$ cat config.mk
export PLATFORM = sky130hd
export DESIGN_NAME = fpga_100hz_mon_flat
export DESIGN_NICKNAME = d
export VERILOG_FILES = /design/src/rtl/fpga_100hz_mon_pkg.sv /design/src/rtl/fpga_100hz_mon_if.sv /design/src/rtl/fpga_sync2.sv /design/src/rtl/fpga_100hz_mon.sv /design/src/flat_wrapper.sv
export SDC_FILE = /design/constraint.sdc
export NUM_CORES = 1
export LEC_CHECK = 0
export CAP_MARGIN = 20
export CELL_PAD_IN_SITES_DETAIL_PLACEMENT = 0
export CELL_PAD_IN_SITES_GLOBAL_PLACEMENT = 2
export CORE_MARGIN = 10
export CORE_UTILIZATION = 35
export DETAILED_ROUTE_END_ITERATION = 10
export GPL_ROUTABILITY_DRIVEN = 0
export PLACE_DENSITY_LB_ADDON = 0.25
export SETUP_SLACK_MARGIN = 0.2
export SKIP_CTS_REPAIR_TIMING = 1
export SLEW_MARGIN = 40
export SYNTH_ARGS = -nofsm -noshare
export SYNTH_HDL_FRONTEND = slang
export SYNTH_SLANG_ARGS = --single-unit
$ cat constraint.sdc
create_clock -name clk25mhz -period 4.5 [get_ports clk25mhz]
set_input_delay 0.675 -clock clk25mhz [delete_from_list [all_inputs] [get_ports clk25mhz]]
set_output_delay 0.675 -clock clk25mhz [all_outputs]
set_load 0.01 [all_outputs]
$ cat src/rtl/fpga_100hz_mon_pkg.sv
// Shared types and constants for the 100 Hz reference clock monitor.
package fpga_100hz_mon_pkg;

   localparam int unsigned PCNT_W = 18;
   localparam logic [PCNT_W-1:0] PCNT_MAX = '1;

   typedef enum logic [1:0] {
      IDLE,
      MEASURE,
      LOCKED,
      FAULT
   } mon_state_e;

endpackage

$ cat src/rtl/fpga_100hz_mon_if.sv
// Control/status bundle of the 100 Hz monitor; master = host side, slave = monitor.
interface fpga_100hz_mon_if #(
   parameter int unsigned TICK_W = 32
);
   import fpga_100hz_mon_pkg::*;

   logic              clk100hz_in;
   logic              tick_clr;
   logic              fault_clr;
   logic              tick_pulse;
   logic [TICK_W-1:0] tick_count;
   logic [PCNT_W-1:0] last_period;
   logic              locked;
   logic              fault;

   modport master (
      output clk100hz_in, tick_clr, fault_clr,
      input  tick_pulse, tick_count, last_period, locked, fault
   );

   modport slave (
      input  clk100hz_in, tick_clr, fault_clr,
      output tick_pulse, tick_count, last_period, locked, fault
   );

endinterface

$ cat src/rtl/fpga_sync2.sv
// Reusable two-flop synchronizer with asynchronous active-high reset.
module fpga_sync2 (
   input  logic clk,
   input  logic rst,
   input  logic d,
   output logic q
);

   logic meta;

   always_ff @(posedge clk or posedge rst) begin
      if (rst) begin
         meta <= 1'b0;
         q    <= 1'b0;
      end else begin
         meta <= d;
         q    <= meta;
      end
   end

endmodule

$ cat src/rtl/fpga_100hz_mon.sv
// Receive-side monitor for the 100 Hz reference: ticks, period measurement, lock/fault.
// Tick counter is built only when FPGA_100HZ_MON_TICKCNT_EN is defined.
module fpga_100hz_mon
   import fpga_100hz_mon_pkg::*;
#(
   parameter int unsigned CLK_PER_HALF = 125000,
   parameter int unsigned TOL          = 64,
   parameter int unsigned LOCK_CNT     = 2,
   parameter int unsigned TICK_W       = 32
) (
   input  logic            clk25mhz,
   input  logic            reset,
   fpga_100hz_mon_if.slave mon
);

   localparam int unsigned NOM_I = 2 * CLK_PER_HALF;
   localparam logic [PCNT_W-1:0] WIN_LO = PCNT_W'(NOM_I - TOL);
   localparam logic [PCNT_W-1:0] WIN_HI = PCNT_W'(NOM_I + TOL);
   localparam logic [PCNT_W-1:0] TOUT   = PCNT_W'(NOM_I + TOL + 1);

   logic              sync2;
   logic              sync3;
   logic [1:0]        warm;
   logic              tick_det;
   logic              tick_pulse_q;
   logic [PCNT_W-1:0] pcnt;
   logic [PCNT_W-1:0] last_period_q;
   logic              locked_q;
   logic              fault_q;
   logic              in_win;
   logic              tout;
   logic [3:0]        good_q;
   logic [3:0]        good_d;
   mon_state_e        state_q;
   mon_state_e        state_d;

   fpga_sync2 u_sync (
      .clk (clk25mhz),
      .rst (reset),
      .d   (mon.clk100hz_in),
      .q   (sync2)
   );

   // Edge detect stays blind until sync3 holds a real sample, so an input
   // already high at reset release is absorbed without a tick.
   always_ff @(posedge clk25mhz or posedge reset) begin
      if (reset) begin
         sync3 <= 1'b0;
         warm  <= '0;
      end else begin
         sync3 <= sync2;
         if (!(&warm)) warm <= warm + 2'd1;
      end
   end

   assign tick_det = sync2 & ~sync3 & (&warm);
   assign in_win   = (pcnt >= WIN_LO) && (pcnt <= WIN_HI);
   assign tout     = !tick_det && (pcnt == TOUT);

   always_ff @(posedge clk25mhz or posedge reset) begin
      if (reset) begin
         tick_pulse_q  <= 1'b0;
         pcnt          <= '0;
         last_period_q <= '0;
         locked_q      <= 1'b0;
         fault_q       <= 1'b0;
      end else begin
         tick_pulse_q <= tick_det;
         if (tick_det)
            pcnt <= PCNT_W'(1);
         else if (pcnt != PCNT_MAX)
            pcnt <= pcnt + 1'b1;
         if (tick_det && (state_q != IDLE))
            last_period_q <= pcnt;
         locked_q <= (state_q == LOCKED);
         fault_q  <= (state_q == FAULT);
      end
   end

   always_ff @(posedge clk25mhz or posedge reset) begin
      if (reset) begin
         state_q <= IDLE;
         good_q  <= '0;
      end else begin
         state_q <= state_d;
         good_q  <= good_d;
      end
   end

   always_comb begin
      state_d = state_q;
      good_d  = good_q;
      unique case (state_q)
         IDLE: begin
            if (tick_det) begin
               state_d = MEASURE;
               good_d  = '0;
            end
         end
         MEASURE: begin
            if (tick_det) begin
               if (in_win) begin
                  good_d = good_q + 4'd1;
                  if (good_q + 4'd1 == 4'(LOCK_CNT)) state_d = LOCKED;
               end else begin
                  good_d = '0;
               end
            end else if (tout) begin
               state_d = IDLE;
            end
         end
         LOCKED: begin
            if ((tick_det && !in_win) || tout) state_d = FAULT;
         end
         FAULT: begin
            if (mon.fault_clr) state_d = IDLE;
         end
      endcase
   end

   assign mon.tick_pulse  = tick_pulse_q;
   assign mon.last_period = last_period_q;
   assign mon.locked      = locked_q;
   assign mon.fault       = fault_q;

`ifdef FPGA_100HZ_MON_TICKCNT_EN
   logic [TICK_W-1:0] tick_count_q;

   always_ff @(posedge clk25mhz or posedge reset) begin
      if (reset)
         tick_count_q <= '0;
      else if (mon.tick_clr)
         tick_count_q <= '0;
      else if (tick_det)
         tick_count_q <= tick_count_q + 1'b1;
   end

   assign mon.tick_count = tick_count_q;
`else
   localparam logic [TICK_W-1:0] TICK_ZERO = '0;

   assign mon.tick_count = TICK_ZERO;
`endif

endmodule

$ cat src/flat_wrapper.sv
// flat-port wrapper written by rule: the top's interface ports become plain ports
module fpga_100hz_mon_flat import fpga_100hz_mon_pkg::*;
#(
   parameter int unsigned CLK_PER_HALF = 125000,
   parameter int unsigned TOL          = 64,
   parameter int unsigned LOCK_CNT     = 2,
   parameter int unsigned TICK_W       = 32
)
  (clk25mhz, reset, mon_clk100hz_in, mon_tick_clr, mon_fault_clr, mon_tick_pulse, mon_tick_count, mon_last_period, mon_locked, mon_fault);
  fpga_100hz_mon_if #(.TICK_W(TICK_W)) mon_i ();
  input  logic clk25mhz;
  input  logic reset;
  input wire logic [$bits(mon_i.clk100hz_in)-1:0] mon_clk100hz_in;
  input wire logic [$bits(mon_i.tick_clr)-1:0] mon_tick_clr;
  input wire logic [$bits(mon_i.fault_clr)-1:0] mon_fault_clr;
  output wire logic [$bits(mon_i.tick_pulse)-1:0] mon_tick_pulse;
  output wire logic [$bits(mon_i.tick_count)-1:0] mon_tick_count;
  output wire logic [$bits(mon_i.last_period)-1:0] mon_last_period;
  output wire logic [$bits(mon_i.locked)-1:0] mon_locked;
  output wire logic [$bits(mon_i.fault)-1:0] mon_fault;
  assign mon_i.clk100hz_in = mon_clk100hz_in;
  assign mon_i.tick_clr = mon_tick_clr;
  assign mon_i.fault_clr = mon_fault_clr;
  assign mon_tick_pulse = mon_i.tick_pulse;
  assign mon_tick_count = mon_i.tick_count;
  assign mon_last_period = mon_i.last_period;
  assign mon_locked = mon_i.locked;
  assign mon_fault = mon_i.fault;
  fpga_100hz_mon #(.CLK_PER_HALF(CLK_PER_HALF), .TOL(TOL), .LOCK_CNT(LOCK_CNT), .TICK_W(TICK_W)) u_core (.clk25mhz(clk25mhz), .reset(reset), .mon(mon_i));
endmodule
Word-level counts from Yosys, hierarchy flattened
Cells that the tools add are included.
{"block": "classes", "n_addsub": 3, "mul": 0, "div": 0, "magnitude_cmp": 2, "n_eq_ne": 13, "n_shift": 0, "muxes": 14, "n_bitwise": 3, "reduce_logical": 14}
{"cell": "2-to-1 mux 18 bit", "n": 2}
{"cell": "adder 18 x 1 -> 18 bit, second input constant", "n": 1}
{"cell": "== test 18 bit, second input constant", "n": 1}
{"cell": ">= comparator 18 bit, second input constant", "n": 1}
{"cell": "less-or-equal comparator 18 bit, second input constant", "n": 1}
{"cell": "!= test 18 bit, second input constant", "n": 1}
{"cell": "2-to-1 mux 2 bit", "n": 7}
{"cell": "2-to-1 mux 4 bit", "n": 3}
{"cell": "one-hot mux 2 bit (4 select lines)", "n": 1}
{"cell": "one-hot mux 4 bit (2 select lines)", "n": 1}
{"cell": "!= test 3 bit, second input constant", "n": 2}
{"cell": "AND reduction 6 bit", "n": 1}
{"cell": "nonzero test 2 bit", "n": 3}
{"cell": "adder 4 x 1 -> 4 bit, second input constant", "n": 1}
{"cell": "== test 2 bit, second input constant", "n": 2}
{"cell": "== test 4 x 2 -> 1 bit, second input constant", "n": 1}
{"cell": "logical AND 1 bit", "n": 4}
{"cell": "!= test 2 x 1 -> 1 bit, second input constant", "n": 2}
{"cell": "!= test 2 bit, second input constant", "n": 2}
{"cell": "!= test 3 x 1 -> 1 bit, second input constant", "n": 1}
{"cell": "AND reduction 3 bit", "n": 1}
{"cell": "adder 2 x 1 -> 2 bit, second input constant", "n": 1}
{"cell": "bitwise AND 1 bit", "n": 2}
{"cell": "== test 2 x 1 -> 1 bit, second input constant", "n": 1}
{"cell": "other kinds (5)", "n": 6}
{"block": "totals", "regBits": 50, "latch_bits": 0, "mem_bits_rw": 0, "romBits": 0, "input_bits": 5, "out_inout_bits": 53, "wordCells": 60, "mem_count": 0}

Longest topological paths before layout
Gate-level depths: netlist of the first run.
{"block": "logic_depth", "ltp_word": 8, "depth_mapped": 8, "mapped_depth_nobuf": 7}

By module
Synthesis of the first run repeated with hierarchy kept, for this count alone.
{"block": "hier_totals", "hier_cells": 261, "area_unflattened_um2": 2673.8}
{"module": "fpga_100hz_mon", "instances": 1, "cells_each": 258, "area_per_inst_um2": 2620.0, "seq_area_each_um2": 1201.2}
{"module": "fpga_sync2", "instances": 1, "cells_each": 3, "area_per_inst_um2": 53.8, "seq_area_each_um2": 50.0}

Worst setup path after synthesis of the first run
No wires, ideal clock.
{"block": "synth_timing", "path_kind": "register -> register", "from": "reg u_core.warm[0]", "to": "reg u_core.last_period_q[10], in the netlist u_core.mon.last_period[10]", "setup_time_ns": 0.125, "arrival_time_ns": 1.829, "required_ns": 4.375, "path_slack_ns": 2.546, "stages_incl_launch_ff": 6, "n_path_buf": 1, "synth_period_minus_slack_ns": 1.954, "cell_sequence": "dfrtp_1 -> ha_1 -> nand3b_1 -> nor2_1 -> buf_2 -> mux2_2"}
{"block": "synth_via", "elab_chain_cells": 3}
{"item": "start, declared", "line": "fpga_100hz_mon.sv:23", "rtl": "logic [1:0] warm;"}
{"item": "start signal, assigned", "line": "fpga_100hz_mon.sv:52", "rtl": "if (!(&warm)) warm <= warm + 2'd1;"}
{"item": "AND reduction 2 bit", "line": "fpga_100hz_mon.sv:56", "rtl": "assign tick_det = sync2 & ~sync3 & (&warm);"}
{"item": "bitwise AND 1 bit", "line": "fpga_100hz_mon.sv:56"}
{"item": "logical AND 1 bit", "line": "fpga_100hz_mon.sv:73", "rtl": "if (tick_det && (state_q != IDLE))"}
{"item": "end signal, assigned", "line": "fpga_100hz_mon.sv:74", "rtl": "last_period_q <= pcnt;"}
{"item": "end, declared", "line": "fpga_100hz_mon.sv:27", "rtl": "logic [PCNT_W-1:0] last_period_q;"}
Every way passes these cells.
A chain may end at the register's enable or synchronous reset.

Final worst setup path of the first run
{"block": "layout_timing", "from": "reg u_core.warm[0]", "to": "reg u_core.state_q[0]"}
{"block": "layout_via", "elab_chain_cells": 7, "word_cells_on_any_way": 14, "cone_classes": "eq/ne (5); mux (2); bitwise (1); reduce/logical (6)"}
{"item": "AND reduction 2 bit *", "line": "fpga_100hz_mon.sv:56"}
{"item": "bitwise AND 1 bit *", "line": "fpga_100hz_mon.sv:56"}
{"item": "logical NOT 1 bit", "line": "fpga_100hz_mon.sv:58", "rtl": "assign tout = !tick_det && (pcnt == TOUT);"}
{"item": "logical AND 1 bit", "line": "fpga_100hz_mon.sv:58"}
{"item": "logical OR 1 bit", "line": "fpga_100hz_mon.sv:113", "rtl": "if ((tick_det && !in_win) || tout) state_d = FAULT;"}
{"item": "!= test 2 bit (no line)"}
{"item": "AND reduction 6 bit (no line)"}
{"item": "end signal, assigned", "line": "fpga_100hz_mon.sv:85", "rtl": "state_q <= state_d;"}
{"item": "end, declared", "line": "fpga_100hz_mon.sv:34", "rtl": "mon_state_e state_q;"}
Every way passes the cells marked *; elsewhere a longest branch is shown, timed or not.

==> summary.txt, run 1 <==
Logic synthesis
  – Syn Inst Count: 253
  – Mapped Avg Cell Area: 10.8 um^2
  – EDFF count, synth: 0
  – Seq cells post-synth: 50
  – Asr flop ratio synth: 1.00
  – Synth Flop Type: dfrtp_1
  – Yosys warnings: 0
  – Synth Cell Area: 2730 um^2
  – Yosys cell types: 48
  – Seq/Total Area, Yosys: 0.459

Timing
  – Fin. Hold Viols: 0
  – Tcrit/Tclk final: 0.532
  – Maximum clock rate: 417 MHz
  – Setup TNS: 0 ns
  – Slew HR: 0.588
  – Pins over their slew limit: 0
  – Final min period: 2.40 ns
  – Clock skew: about 0.007 ns
  – Worst slew pin tran: 0.619 ns
  – RSZ-0062 raised after global routing: no
  – Final Setup Violations: 0

Clock tree
  – Root Buffer: clkbuf_8
  – Cts bufs inserted: 5
  – Clock tree sinks: 50
  – TritonCTS clock tree: yes
  – Clk_lat worst skew: 0.30 ns
  – Reg clk slew, reported paths: approximately 0.090 ns
  – Deepest clock path buffer count: 2
  – H-tree levels: 2

Floorplan
  – Initial Util: 0.357
  – Core Rows: 32
  – Die Area: 11,700 um^2
  – Die Wd: 108 um
  – Core Area: approximately 7600 um^2
  – Die Ht: roughly 110 um
  – Number of I/O pins: 58

Pwr
  – Total power draw: 1.08 mW
  – LEAKAGE: 1.26 nW
  – IR drop worst, VDD: 0.127 mV
  – Power density over the cells: approximately 360 nW/um^2

Run status
  – Run status: finished clean

Setup path
  – R2R setup slack: 2.10 ns
  – Crit-path max FO: 19
  – Path type of the worst setup path: reg -> reg
  – Crit path DAT: 2.59 ns
  – Setup crit end kind: flop
  – R2r endpoint: u_core.state_q[0]
  – R2R depth: 6
  – CP Data Required Time: 4.70 ns
  – CP Launch Type: flop
  – Worst r2r src: u_core.warm[0]

Route
  – Remaining DRCs: 0
  – Drt via density: 4.68
  – Iter 0 DRT Violations: 32
  – Post-DR wirelength/cell: 14.4 um
  – Final WL: 5420 um
  – Via count: approximately 1,800
  – Post-DRT Antenna Nets: 0
  – DRT Pass-1 Iters: 3

Finish
  – Final instance count without filler cells: 377
  – Layout area overhead: 11.4%
  – Filler Cells Inserted: 777
  – Post-layout util: 0.397
  – Post-layout nets: approximately 290
  – Multi-input logic area: 1250 um^2
  – Register area: approximately 1300 um^2
  – Proportion of layout cells with a drive suffix above 1: 0.156
  – ANT cells: 0

Placement
  – Cells after DPL: approximately 370
  – Port-buffer cells: 24
  – DP Wirelength: 3880 um

Run
  – MaxCap Viol Count: 0

Min path
  – Hold Crit Class: reg -> reg
  – Worst hold stages: 0
  – Hold_sp: u_core.u_sync.meta
  – Worst Hold End: u_core.u_sync.q

Global routing
  – Global-route wire length before repair: 9430 um
  – Number of global-route vias before repair: 1,837
  – Pin count of the biggest net entering global routing: 51
  – Initial antenna violation count: 0
  – Global route overflow: 0
  – GRT Total Usage: 0.0981
[registers in the layout (all words and copies together) (netlist names), named ones only]
signal and flops:
u_core.mon.tick_pulse 1, u_core.mon.locked 1, u_core.u_sync.meta 1, u_core.warm 2, u_core.state_q 1, u_core.good_q 4
u_core.mon.fault 1, u_core.mon.last_period 18, u_core.sync3 1, u_core.pcnt 18, u_core.u_sync.q 1
[critical path, stage by stage (launching register included)]
cell and delay (ns):
dfrtp_1 0.40, ha_1 0.24, nand3b_1 0.28, clkinv_1 0.56
nand2b_1 0.48, a31oi_1 0.09, o211a_1 0.23
[routing by layer]
| metal | global-route usage | wire length [um] |
|---|---|---|
| met2 | 0.157 | 2550 |
| met4 | 0.0311 | 72 |
| met5 | 0 | 0 |
| met3 | 0.0303 | 287 |
| met1 | 0.124 | 2510 |
[report_power, final]
part	total [mW]	switching, mW	internal [mW]	leakage, nW
clock network	0.303	0.148	0.155	0.0575
logic	0.226	0.115	0.111	0.538
registers	0.554	0.0563	0.498	0.664
[synth_stat cells, types with 4 or more instances]
cell type	instances	share of area
nor3_1	4	0.0073
nand2_1	17	0.023
nor2_1	18	0.025
dfrtp_1	50	0.46
ha_1	6	0.028
nand3_1	8	0.015
mux2_2	19	0.078
buf_4	32	0.088
xnor2_1	14	0.045
buf_2	5	0.0092
o21ai_0	4	0.0073
a21oi_1	6	0.011
inv_1	11	0.015
[logic make-up after synthesis]
family	after synthesis	share of synthesized area
flops	50	0.459
simple gates	75	0.172
xor+xnor	14	0.0450
compound gates	33	0.0895
fa+ha+maj	6	0.0275
other cells	1	0.00138
buf+inv	54	0.124
mux	20	0.0821
[how the worst max path moves through the flow]
| stage | start | endpoint | slack, ns | cells past startpoint |
|---|---|---|---|---|
| CTS | u_core.warm[0] | u_core.state_q[0] | 2.01 | 6 |
| global placement | u_core.warm[0] | u_core.state_q[0] | 2.04 | 6 |
| floorplan | u_core.warm[0] | u_core.mon.last_period[10] | 2.55 | 5 |
| detailed placement | u_core.warm[0] | u_core.state_q[0] | 2.06 | 6 |
| global route | u_core.warm[0] | u_core.good_q[2] | 1.84 | 7 |
| finish | u_core.warm[0] | u_core.state_q[0] | 2.10 | 6 |
[metrics by stage]
| step | setup slack [ns] | hold slack, ns | area (um^2) |
|---|---|---|---|
| final | 2.10 | 0.358 | 3040 |
| after global routing | 1.84 | 0.364 | 3040 |
| after CTS | 2.01 | 0.362 | 3040 |
| after detailed placement | 2.06 | 0.340 | 2930 |
| after global placement | 2.04 | 0.338 | 2930 |
| after floorplan | 2.55 | 0.331 | 2840 |
[cells in the final DEF, fill, tap and decap left out, types with 3 or more instances in the layout]
master,Yosys,final
or3_1,3,3
dfrtp_1,50,50
nand4_1,3,3
o31ai_1,3,3
clkbuf_8,0,8
clkdlybuf4s50_1,0,24
nand3_1,8,8
o211a_1,3,3
nand2_1,17,17
inv_1,11,10
xnor2_1,14,14
ha_1,6,6
nor3_1,4,4
a21oi_1,6,6
nor2_1,18,18
nor4_4,3,3
a211oi_1,3,3
a2111oi_0,3,3
conb_1,1,32
mux2_2,19,19
nor4_2,3,3
o21ai_0,4,4
[area by class of cell]
type                    instances  share of cell area
clock buffers                   8              0.0362
multi-input cells             180               0.413
well taps                     102              0.0420
repair buffers                 25              0.0815
inverters                      12              0.0157
flip-flops and latches         50               0.412
Power figures use the tool's default switching activity.
==> inputs of run 2 (changes only) <==
--- a/config.mk
+++ b/config.mk
@@ -9,7 +9,7 @@
 export CELL_PAD_IN_SITES_DETAIL_PLACEMENT = 0
 export CELL_PAD_IN_SITES_GLOBAL_PLACEMENT = 2
 export CORE_MARGIN = 10
-export CORE_UTILIZATION = 35
+export CORE_UTILIZATION = 29
 export DETAILED_ROUTE_END_ITERATION = 10
 export GPL_ROUTABILITY_DRIVEN = 0
 export PLACE_DENSITY_LB_ADDON = 0.25
==> constraint.sdc (replaced) <==
create_clock -name clk25mhz -period 2.1 [get_ports clk25mhz]
set_input_delay 0.315 -clock clk25mhz [delete_from_list [all_inputs] [get_ports clk25mhz]]
set_output_delay 0.315 -clock clk25mhz [all_outputs]
set_load 0.01 [all_outputs]
==> run 2 against run 1 <==
- combinational power rose to 2.6 times the previous value
- utilization is 4.6 points lower
- final cell count is 7.2% higher
- global-route usage decreased by 0.76 points
- power is 120% higher
- highest routed layer unchanged
- die area up 17%
- sequential power is 110% higher
==> summary.txt, run 2 (synthesis results as in run 1) <==
Global routing
  – Initial antenna violation count: 0 (unchanged)
  – Global route overflow: 0 (unchanged)
  – Pin count of the biggest net entering global routing: 51 (unchanged)
  – Number of global-route vias before repair: 1,884 (was 1,837)
  – GRT Total Usage: 0.0905 (was 0.0981)
  – Global-route wire length before repair: 9820 um (was 9430 um)

Route
  – Via count: 1,821 (was 1,764)
  – Post-DR wirelength/cell: 14.7 um (was 14.4 um)
  – Remaining DRCs: 0 (unchanged)
  – Final WL: 5930 um (was 5420 um)
  – Post-DRT Antenna Nets: 0 (unchanged)
  – Iter 0 DRT Violations: 54 (was 32)
  – DRT Pass-1 Iters: 4 (was 3)
  – Drt via density: 4.51 (was 4.68)

Setup path
  – R2r endpoint: u_core.pcnt[8] (was u_core.state_q[0])
  – CP Data Required Time: 2.30 ns (was 4.70 ns)
  – R2R depth: 5 (was 6)
  – Setup crit end kind: flop (unchanged)
  – Crit path DAT: 2.09 ns (was 2.59 ns)
  – Worst r2r src: u_core.pcnt[13] (was u_core.warm[0])
  – Crit-path max FO: 11 (was 19)
  – R2R setup slack: 0.21 ns (was 2.10 ns)
  – CP Launch Type: flop (unchanged)
  – CP Capture Point: u_core.pcnt[8] (was u_core.state_q[0])
  – Critical path launch point: u_core.pcnt[13] (was u_core.warm[0])
  – Path type of the worst setup path: reg -> reg (unchanged)

Finish
  – Commonest non-fill, non-tap cell in the layout: dfrtp_1 (unchanged)
  – Proportion of layout cells with a drive suffix above 1: 0.232 (was 0.156)
  – Multi-input logic area: 1300 um^2 (was 1250 um^2)
  – Register area: 1250 um^2 (about the same)
  – Layout area overhead: 18.5% (was 11.4%)
  – Most frequent cells in the layout: dfrtp_1, conb_1, clkdlybuf4s50_1, mux2_2 (was dfrtp_1, conb_1, clkdlybuf4s50_1, mux2_2, nor2_1)
  – Filler Cells Inserted: 946 (was 777)
  – Post-layout util: 0.351 (was 0.397)
  – Post-Layout Inst Area: 3230 um^2 (was 3040 um^2)
  – Post-layout nets: 303 (was 285)
  – ANT cells: 0 (unchanged)

Timing
  – Worst slew pin tran: 0.531 ns (was 0.619 ns)
  – Clock skew: 0.00906 ns (was 0.00699 ns)
  – Slew HR: 0.645 (was 0.588)
  – Pins over their slew limit: 0 (unchanged)
  – Setup TNS: 0 ns (unchanged)
  – Maximum clock rate: 528 MHz (was 417 MHz)
  – RSZ-0062 raised after global routing: yes (was no)
  – Final Setup Violations: 0 (unchanged)
  – Final min period: 1.89 ns (was 2.40 ns)
  – Final setup margin: 0.206 ns (was 2.10 ns)
  – Tcrit/Tclk final: 0.902 (was 0.532)
  – Fin. Hold Viols: 0 (unchanged)

Floorplan
  – Number of I/O pins: 58 (unchanged)
  – Core Area: 9200 um^2 (was 7650 um^2)
  – Die Ht: 117 um (was 108 um)
  – Die Wd: 117 um (was 108 um)
  – Initial Util: 0.296 (was 0.357)
  – Die Area: 13,700 um^2 (was 11,700 um^2)
  – Core Rows: 35 (was 32)

Clock tree
  – TritonCTS clock tree: yes (unchanged)
  – Deepest clock path buffer count: 2 (unchanged)
  – Root Buffer: clkbuf_8 (unchanged)
  – Cts bufs inserted: 5 (unchanged)
  – H-tree levels: 2 (unchanged)
  – Clk_lat worst skew: 0.30 ns (about the same)
  – Reg clk slew, reported paths: 0.09 ns (about the same)
  – Clock tree sinks: 50 (unchanged)

Placement
  – DP Wirelength: 4180 um (was 3880 um)
  – Placed Area: 3060 um^2 (was 2930 um^2)
  – Port-buffer cells: 24 (unchanged)
  – Pre-CTS setup slack: 0.114 ns (was 2.06 ns)

Run
  – MaxCap Viol Count: 0 (unchanged)

Min path
  – Hold Crit Class: reg -> reg (unchanged)

Pwr
  – LEAKAGE: 1.36 nW (was 1.26 nW)
  – Power density over the cells: 723 nW/um^2 (was 357 nW/um^2)
  – IR drop worst, VDD: 0.347 mV (was 0.127 mV)

Run status
  – Run status: finished clean (unchanged)
## run 2: changes by cell type in the layout (fill, tap and decap cells not counted), sizes merged
cell	before	now
clkinv	1	2
clkbuf	8	7
buf	1	19
## run 2: worst min-delay path by stage
| stage | from | end | slack, ns | cells after the start |
|---|---|---|---|---|
| 2_1_floorplan | u_core.u_sync.meta | u_core.u_sync.q | 0.33 | 0 |
| 3_3_place_gp | u_core.u_sync.meta | u_core.u_sync.q | 0.34 | 0 |
| 3_5_place_dp | u_core.u_sync.meta | u_core.u_sync.q | 0.34 | 0 |
| 4_1_cts | u_core.u_sync.meta | u_core.u_sync.q | 0.36 | 0 |
| 5_1_grt | u_core.u_sync.meta | u_core.u_sync.q | 0.37 | 0 |
| 6_report | u_core.u_sync.meta | u_core.u_sync.q | 0.35 | 0 |
## run 2: critical path, cell delays in order (launching register included)
cell and delay [ns]:
dfrtp_1 0.48, and4_4 0.25, and4_4 0.25, a2111oi_1 0.57, xnor2_1 0.18, nor2_1 0.05
## run 2: where the power goes
| group | switching, mW | leakage (nW) | internal, mW |
|---|---|---|---|
| combinational | 0.282 | 0.651 | 0.295 |
| sequential | 0.114 | 0.661 | 1.07 |
| clock | 0.311 | 0.0482 | 0.266 |
| total | 0.707 | 1.36 | 1.63 |
## run 2: routing by layer
layer  vias to the layer above  part of all wire  track usage
li1                        896                 -            -
met1                       887              0.45        0.112
met2                        33              0.48        0.146
met3                         5             0.055       0.0306
met4                         0             0.012       0.0272
met5                         -                 0            0
## run 2: final cells by class
class                   instances  area share
inverters                      12      0.0139
flip-flops and latches         50       0.388
clock buffers                   7      0.0267
multi-input cells             180       0.403
repair buffers                 43       0.123
clock inverters                 1     0.00155
well taps                     111      0.0430
## run 2: stage by stage
stage          hold slack [ns]  total power, mW  instances
2_1_floorplan            0.331             1.55        284
3_3_place_gp             0.337             1.75        392
3_5_place_dp             0.337             1.75        392
4_1_cts                  0.359             2.34        400
5_1_grt                  0.374             2.50        404
6_report                 0.355             2.34        404
